==> src/rtl/float_bridge_pkg.sv <==
// Shared types and constants for the byte-stream front end of the float datapath.
package float_bridge_pkg;

  localparam int unsigned BYTES_PER_WORD = 4;
  localparam int unsigned FLOAT_W        = 32;
  localparam int unsigned BYTE_W         = 8;

  typedef enum logic [1:0] {
    StIdle,
    StRecv,
    StWait,
    StSend
  } state_e;

endpackage

==> src/rtl/float_byte_bridge.sv <==
// Packs four little-endian rx bytes into a float word for the core, waits a fixed latency,
// then returns the core result as four tx bytes.
module float_byte_bridge
  import float_bridge_pkg::*;
#(
  parameter int unsigned RESULT_LATENCY = 1,
  parameter int unsigned COUNT_W        = 16
) (
  input  logic               clock,
  input  logic               reset,
  input  logic               flush,
  input  logic [BYTE_W-1:0]  rx_byte,
  input  logic               rx_valid,
  output logic               rx_ready,
  output logic [BYTE_W-1:0]  tx_byte,
  output logic               tx_valid,
  input  logic               tx_ready,
  output logic [FLOAT_W-1:0] io_float_input_value,
  input  logic [FLOAT_W-1:0] io_float_output_value,
  output logic               busy,
  output logic [COUNT_W-1:0] words_done
);

  localparam int unsigned IdxW  = $clog2(BYTES_PER_WORD);
  localparam int unsigned LatW  = 4;
  localparam int unsigned AccW  = FLOAT_W - BYTE_W;
  localparam logic [IdxW-1:0] LastIdx = IdxW'(BYTES_PER_WORD - 1);

  state_e              state_q, state_d;
  logic [IdxW-1:0]     idx_q, idx_d;
  logic [AccW-1:0]     rx_acc_q, rx_acc_d;
  logic [FLOAT_W-1:0]  in_val_q, in_val_d;
  logic [LatW-1:0]     lat_q, lat_d;
  logic [FLOAT_W-1:0]  tx_sh_q, tx_sh_d;
  logic [COUNT_W-1:0]  words_q, words_d;

  always_comb begin
    state_d  = state_q;
    idx_d    = idx_q;
    rx_acc_d = rx_acc_q;
    in_val_d = in_val_q;
    lat_d    = lat_q;
    tx_sh_d  = tx_sh_q;
    words_d  = words_q;

    unique case (state_q)
      StIdle: state_d = StRecv;
      StRecv: begin
        if (rx_valid) begin
          if (idx_q == LastIdx) begin
            in_val_d = {rx_byte, rx_acc_q};
            lat_d    = LatW'(RESULT_LATENCY);
            idx_d    = '0;
            state_d  = StWait;
          end else begin
            // Earlier bytes shift down so the first byte ends up in the low lane.
            rx_acc_d = {rx_byte, rx_acc_q[AccW-1:BYTE_W]};
            idx_d    = idx_q + IdxW'(1);
          end
        end
      end
      StWait: begin
        if (lat_q == '0) begin
          tx_sh_d = io_float_output_value;
          idx_d   = '0;
          state_d = StSend;
        end else begin
          lat_d = lat_q - LatW'(1);
        end
      end
      StSend: begin
        if (tx_ready) begin
          tx_sh_d = tx_sh_q >> BYTE_W;
          if (idx_q == LastIdx) begin
            idx_d   = '0;
            words_d = words_q + COUNT_W'(1);
            state_d = StRecv;
          end else begin
            idx_d = idx_q + IdxW'(1);
          end
        end
      end
      default: state_d = StIdle;
    endcase

    // Abort wins over any transfer in flight; the loaded word and count are kept.
    if (flush) begin
      state_d  = StRecv;
      idx_d    = '0;
      rx_acc_d = rx_acc_q;
      in_val_d = in_val_q;
      lat_d    = lat_q;
      tx_sh_d  = '0;
      words_d  = words_q;
    end
  end

  always_ff @(posedge clock or negedge reset) begin
    if (!reset) begin
      state_q  <= StIdle;
      idx_q    <= '0;
      rx_acc_q <= '0;
      in_val_q <= '0;
      lat_q    <= '0;
      tx_sh_q  <= '0;
      words_q  <= '0;
    end else begin
      state_q  <= state_d;
      idx_q    <= idx_d;
      rx_acc_q <= rx_acc_d;
      in_val_q <= in_val_d;
      lat_q    <= lat_d;
      tx_sh_q  <= tx_sh_d;
      words_q  <= words_d;
    end
  end

  always_comb begin
    rx_ready             = (state_q == StRecv);
    tx_valid             = (state_q == StSend);
    tx_byte              = tx_valid ? tx_sh_q[BYTE_W-1:0] : '0;
    busy                 = (state_q != StRecv);
    io_float_input_value = in_val_q;
    words_done           = words_q;
  end

endmodule

==> config.mk <==
export PLATFORM = sky130hd
export DESIGN_NAME = float_byte_bridge
export DESIGN_NICKNAME = d
export VERILOG_FILES = /design/src/rtl/float_bridge_pkg.sv /design/src/rtl/float_byte_bridge.sv
export SDC_FILE = /design/constraint.sdc
export NUM_CORES = 1
export LEC_CHECK = 0
export ABC_AREA = 1
export CAP_MARGIN = 0
export CORE_AREA = 2 2 102 104
export CTS_CLUSTER_SIZE = 14
export DETAILED_ROUTE_END_ITERATION = 7
export DIE_AREA = 0 0 104 106
export PLACE_DENSITY_LB_ADDON = 0.05
export SKIP_CTS_REPAIR_TIMING = 1
export SLEW_MARGIN = 10
export SYNTH_ARGS = -nofsm -noshare
export SYNTH_HDL_FRONTEND = slang
export SYNTH_SLANG_ARGS = --single-unit
==> constraint.sdc <==
create_clock -name clock -period 1.95 [get_ports clock]
set_input_delay 0.39 -clock clock [delete_from_list [all_inputs] [get_ports clock]]
set_output_delay 0.39 -clock clock [all_outputs]
set_load 0.01 [all_outputs]
==> impl_metrics.toml, run 1 <==
[yosys]
syn-mean-instance-area_sq_um = 9.06
synthFlopType = "dfrtp_1"
synth_top_family_by_area = "simple AND/OR/NAND/NOR gates"
synthAdderAreaFrac = 0.0151
yosysSeqAreaShare = 0.563
ys_warn_count = 0
netlist_area_sq_um = 4970
post_synth_and_or_nand_nor_area_fraction = 0.178
yosys.area.top_type_share = 0.563
ys_seq_elements = 112
muxShareOfSynthArea = 0.0181
synth-edff-count = 0
async_flop_share = 1.00
synth_compound_area_frac = 0.128
synth_cell_type_count = 28
synthesis.nets = 600
synth.most_common_cell = "nand2_1"
synthTopCellsByCount = "nand2_1 (152), dfrtp_1 (112), inv_1 (67)"
ys_top_cells_by_area = "dfrtp_1 (56%), nand2_1 (11%), inv_1 (5.1%), o21ai_0 (4.7%), o21ai_1 (4.3%)"
synthCells = 549
yosys.area.top_type = "dfrtp_1"
synth_xor_area_frac = 0.0158

[global_routing]
grt_usage = 0.197
grt_pass1_wl_um = 17800
gr-total-overflow = 0
use_met2 = 0.328
grtUsageMet1 = 0.268
antenna_found_initial = 0
grt_most_used_layer = "met2"
use_met3 = 0.0435
grt_max_degree = 49
grt_pass1_vias = 3845

[die]
die_w_um = 104
initial_core_util = 0.497
ios = 104
dieArea_sq_um = 11000
coreArea_sq_um = 10000
die_y_um = 106
row_count = 37

[clock_network]
clk-insertion-delay-late_ns = 0.37
root_buffer = "clkbuf_8"
cts-htree-levels = 3
tritoncts = "yes"
cts_buffers = 9
clk_pin_slew_ns = 0.12
clock_path_buffers = 2
cts.sinks = 112

[pwr]
p_sw_frac = 0.352
power_density_nw_per_um2 = 1150
finalPower_mw = 7.41
cell_internal_pwr_mw = 4.80
power_leakage_nw = 3.22
p_seq_frac = 0.478
peakVddDrop_mv = 0.616
p_switching_mw = 2.61
combPwrFrac = 0.333
clockPowerShare = 0.189

[final_layout]
area_growth_syn_to_layout_pct = 29.9
fill_cells = 883
antenna_cells = 0
drive_above_1_share = 0.0818
nets = 706

[drt]
final_antenna_net_count = 0
drt_first_pass_iters = 4
route.detailed.drc = 0
routedWlPerCell_um = 12.9
via_per_inst = 4.86
drt_iter0_drc = 161
routed_wirelength_um = 10300
num_vias = 3865

[worst_setup_path]
crit_arrival_ns = 1.37
worstPathRequired_ns = 1.56
crit_path_end_kind = "output port"
reg2regPathDepth = 7
cp_top_family = "buffers and inverters"
path_cells = "clkdlybuf4s50_1"
slowest_delay_ns = 0.56
worstPathMaxFanout = 5
start_kind = "register"
slowest_stage = "clkdlybuf4s50_1"
cp.depth = 1
criticalPathCategory = "register to output port"
critical_path_buf_inv_count = 1

[hold_path]
worst_hold_path_type = "register to register"
whs_path_depth = 2

[flow_run]
drv_cap = 0

[place]
hpwl_um = 7340
portBuffers = 103
place_congestion = 0.821

[timing]
fin_crit_ns = 1.76
worst_pin_slew_ns = 0.447
holdWs_ns = 0.490
slew_violations = 0
period_share = 0.902
setup_viol = 0
finalHoldViolations = 0
skew_ns = 0.0158
fmax_mhz = 569
slew_headroom = 0.702
rsz0062_at_grt = "false"

[status]
outcome = "completed"
-- cell type report --
type / instances / area [sq um] / area share
inverters: 68 / 258 / 0.0399
well taps: 136 / 170 / 0.0263
multi-input cells: 345 / 1780 / 0.275
repair buffers: 119 / 1240 / 0.192
flip-flops and latches: 112 / 2810 / 0.434
clock inverters: 6 / 72.6 / 0.0112
clock buffers: 10 / 138 / 0.0213
-- flip-flops by register name, indices dropped and copies added (netlist names) --
signal	flops
lat_q	4
state_q	2
words_done	16
tx_sh_q	32
io_float_input_value	32
rx_acc_q	24
idx_q	2
-- metrics by stage --
| stage | util | worst slack [ns] | area, sq um | std cells | setup TNS, ns |
|---|---|---|---|---|---|
| CTS | 0.641 | -0.366 | 6410 | 795 | -3.18 |
| global route | 0.646 | 0.106 | 6460 | 796 | 0 |
| global placement | 0.620 | 0.0702 | 6200 | 779 | 0 |
| detailed placement | 0.620 | 0.0359 | 6200 | 779 | 0 |
| floorplan | - | 0.427 | 4970 | 549 | 0 |
| finish | 0.646 | 0.191 | 6460 | 796 | 0 |
-- placed cells by master, fill, tap and decap left out, types with 3 or more instances in the layout --
master,instances
nand2_1,152
dfrtp_1,110
clkdlybuf4s50_1,91
inv_1,67
o21ai_0,47
o21ai_1,43
a22oi_1,24
nand3_1,18
nor2_1,18
buf_4,11
dlymetal6s2s_1,11
clkbuf_8,10
mux2_2,8
nand4_1,6
xor2_1,6
ha_1,5
buf_12,5
nor2_4,3
xnor2_1,3
-- per-layer routing --
layer	routed length, um	up-vias
met3	392	4
met2	4920	73
met5	0	-
met1	4920	1806
li1	-	1982
met4	63	0
-- power by group through the flow --
stage               clock, mW  sequential, mW  combinational [mW]
finish                   1.40            3.54                2.47
global route             1.53            3.65                2.82
CTS                      1.44            3.53                2.51
detailed placement          0            3.56                2.50
global placement            0            3.55                2.44
floorplan                   0            3.55                1.41
-- final timing paths --
kind	from	to	slack [ns]
min in group asynchronous	reset	tx_sh_q[5]$_DFFE_PN0P_	0.50
max reg2reg	state_q[1]$_DFFE_PN0P_	io_float_input_value[15]$_DFFE_PN0P_	0.27
min reg2reg	rx_acc_q[6]$_DFFE_PN0P_	rx_acc_q[6]$_DFFE_PN0P_	0.49
min	rx_acc_q[6]$_DFFE_PN0P_	rx_acc_q[6]$_DFFE_PN0P_	0.49
max in group asynchronous	reset	rx_acc_q[10]$_DFFE_PN0P_	0.86
max	words_done[5]$_DFFE_PN0P_	words_done[5]	0.19
-- cells by family after synthesis --
kind of cell | count (synthesis)
AO/OA/AOI/OAI | 115
XOR/XNOR | 9
buffers and inverters | 92
AND/OR/NAND/NOR | 207
flip-flops | 112
adder cells (fa/ha/maj) | 6
multiplexers | 8
(Power assumes the default switching activity.)
==> inputs of run 2 (changes only) <==
- CTS_CLUSTER_SIZE: 14 -> not set
==> results of run 2 <==
No change in the layout: final DEF, timing and power equal those of run 1.
==> variant: new RTL, flow settings as in run 2 <==
`in_val_q` no longer has a reset.
--- a/src/rtl/float_byte_bridge.sv
+++ b/src/rtl/float_byte_bridge.sv
@@ -100,7 +100,6 @@
       state_q  <= StIdle;
       idx_q    <= '0;
       rx_acc_q <= '0;
-      in_val_q <= '0;
       lat_q    <= '0;
       tx_sh_q  <= '0;
       words_q  <= '0;
@@ -108,11 +107,14 @@
       state_q  <= state_d;
       idx_q    <= idx_d;
       rx_acc_q <= rx_acc_d;
-      in_val_q <= in_val_d;
       lat_q    <= lat_d;
       tx_sh_q  <= tx_sh_d;
       words_q  <= words_d;
     end
+  end
+
+  always_ff @(posedge clock) begin
+    in_val_q <= in_val_d;
   end
 
   always_comb begin
Function: differs if reset is asserted again (counterexample within 10 cycles, from zero or initial values and one cycle with reset low); with reset held inactive, the same outputs for 10 cycles.
==> variant against run 2 <==
Largest power group unchanged; final area shrank 2.5%; worst setup slack lost 0.025 ns; largest cell class unchanged; count of clock-buffer cells in the layout fell by 1; sequential power decreased by 2%; critical endpoint is now words_done[12]; power decreased by 6.7%; synthesized area shrank 4.4%; highest routed layer unchanged; routed wire length decreased by 10%; sequential cell count unchanged.
==> variant: results (changes against run 2) <==
Synthesis
  – Unique masters post-synth: 31 (+11%)
  – Seq/Total Area, Yosys: 0.6227 (+0.05929)
  – Synth cell count leaders: nand2_1 (101), dfrtp_1 (80), inv_1 (39), edfxtp_1 (32), o21ai_1 (32)
  – Post-synth top area share: 0.4207 (-0.1427)
  – Xor/xnor share of the synthesized area: 0.02393 (+0.008083)
  – EDFF count, synth: 32 (+32)
  – Synth area leaders: dfrtp_1 (42%), edfxtp_1 (20%), nand2_1 (8.0%)
  – Mux share of post-synthesis cell area: 0.02524 (+0.007135)
  – Synthesized Nets: 488 (-19%)
  – Post-synthesis async set-or-reset flop share: 0.7143 (-0.2857)
  – Post-Synth Adder-Cell Area: 0.01578 (+0.0006865)
  – Post-Syn Instances: 437 (-20%)

Route
  – Initial DRC count: 113 (-30%)
  – Vias: 3347 (-13%)
  – DRC: 0 (unchanged)

Timing
  – Skew final: 0.01082 ns (-0.004952 ns)
  – Fmax: 560.6 MHz (-1.4%)
  – Fin Hold WS: 0.4551 ns (-0.03440 ns)
  – Worst slew margin: 0.6908 (-0.01146)

Final layout
  – Layout cells sized above 1: 0.1081 (+0.02629)
  – Final Net Count: 601 (-15%)
  – Fin cells: 691 (-13%)

Clock tree
  – CTS buffer count: 9 (unchanged)
  – CTS clock-pin slew for the worst setup and hold paths: 0.11 ns
  – H-tree levels: 3 (unchanged)

Min path
  – Hold EP: io_float_input_value[20]$_DFFE_PP_
  – Hold path start: rx_acc_q[20]$_DFFE_PN0P_
  – WHS Path Cells: 0 (-2)

Worst setup path
  – Reg2reg path depth: 8 (+1)
  – R2r startpoint: state_q[0]$_DFFE_PN0P_
  – Crit start category: flip-flop
  – CP endpoint: words_done[12]
  – Crit path launch: words_done[12]$_DFFE_PN0P_
  – FF-to-FF End: lat_q[0]$_DFFE_PN0P_
  – Worst-path fanout max: 4 (-1)
  – WP data arrival: 1.39 ns (+0.02 ns)

Status
  – Status: complete, no violations

Place
  – Post-Place Setup Slack: 0.01263 ns (-0.02330 ns)
  – DP Cell Count: 674 (-13%)
  – Final GP Congestion: 0.7399 (-9.9%)
  – Dpl hpwl: 6.638 mm (-9.5%)

Global route
  – Initial antenna violation count: 0 (unchanged)
  – Number of global-route vias before repair: 3191 (-17%)
  – Largest net degree at the start of global routing: 41 (-16%)
  – First-pass GRT wire length: 15.47 mm (-13%)

Power and ir drop
  – Max VDD drop: 0.5322 mV (-14%)
  – Leakage: 2.948 nW (-8.4%)
==> variant: where the power goes <==
group / switching, W / leakage [nW] / total (W) / internal, W
logic: 0.00106 / 1.55 / 0.00198 / 0.000928
clock network: 0.000829 / 0.101 / 0.00145 / 0.000623
registers: 0.000388 / 1.30 / 0.00348 / 0.00309
total: 0.00227 / 2.95 / 0.00691 / 0.00464
==> variant: layer usage <==
metal	vias to the layer above	track usage	share of wire	wire length, µm
met5	-	0	0	0
met4	0	0.07432	0.025	232
li1	1684	-	-	-
met1	1566	0.2398	0.47	4332
met3	14	0.03740	0.049	450
met2	83	0.2758	0.46	4221
==> variant: final cells by class <==
type / count / area, µm²
clock inverter: 7 / 87.58
inverter: 41 / 161.4
multi-input combinational: 267 / 1556
timing repair buffer: 119 / 1241
tap: 136 / 170.2
fill: 857 / 3696
sequential: 112 / 2963
clock buffer: 9 / 123.9
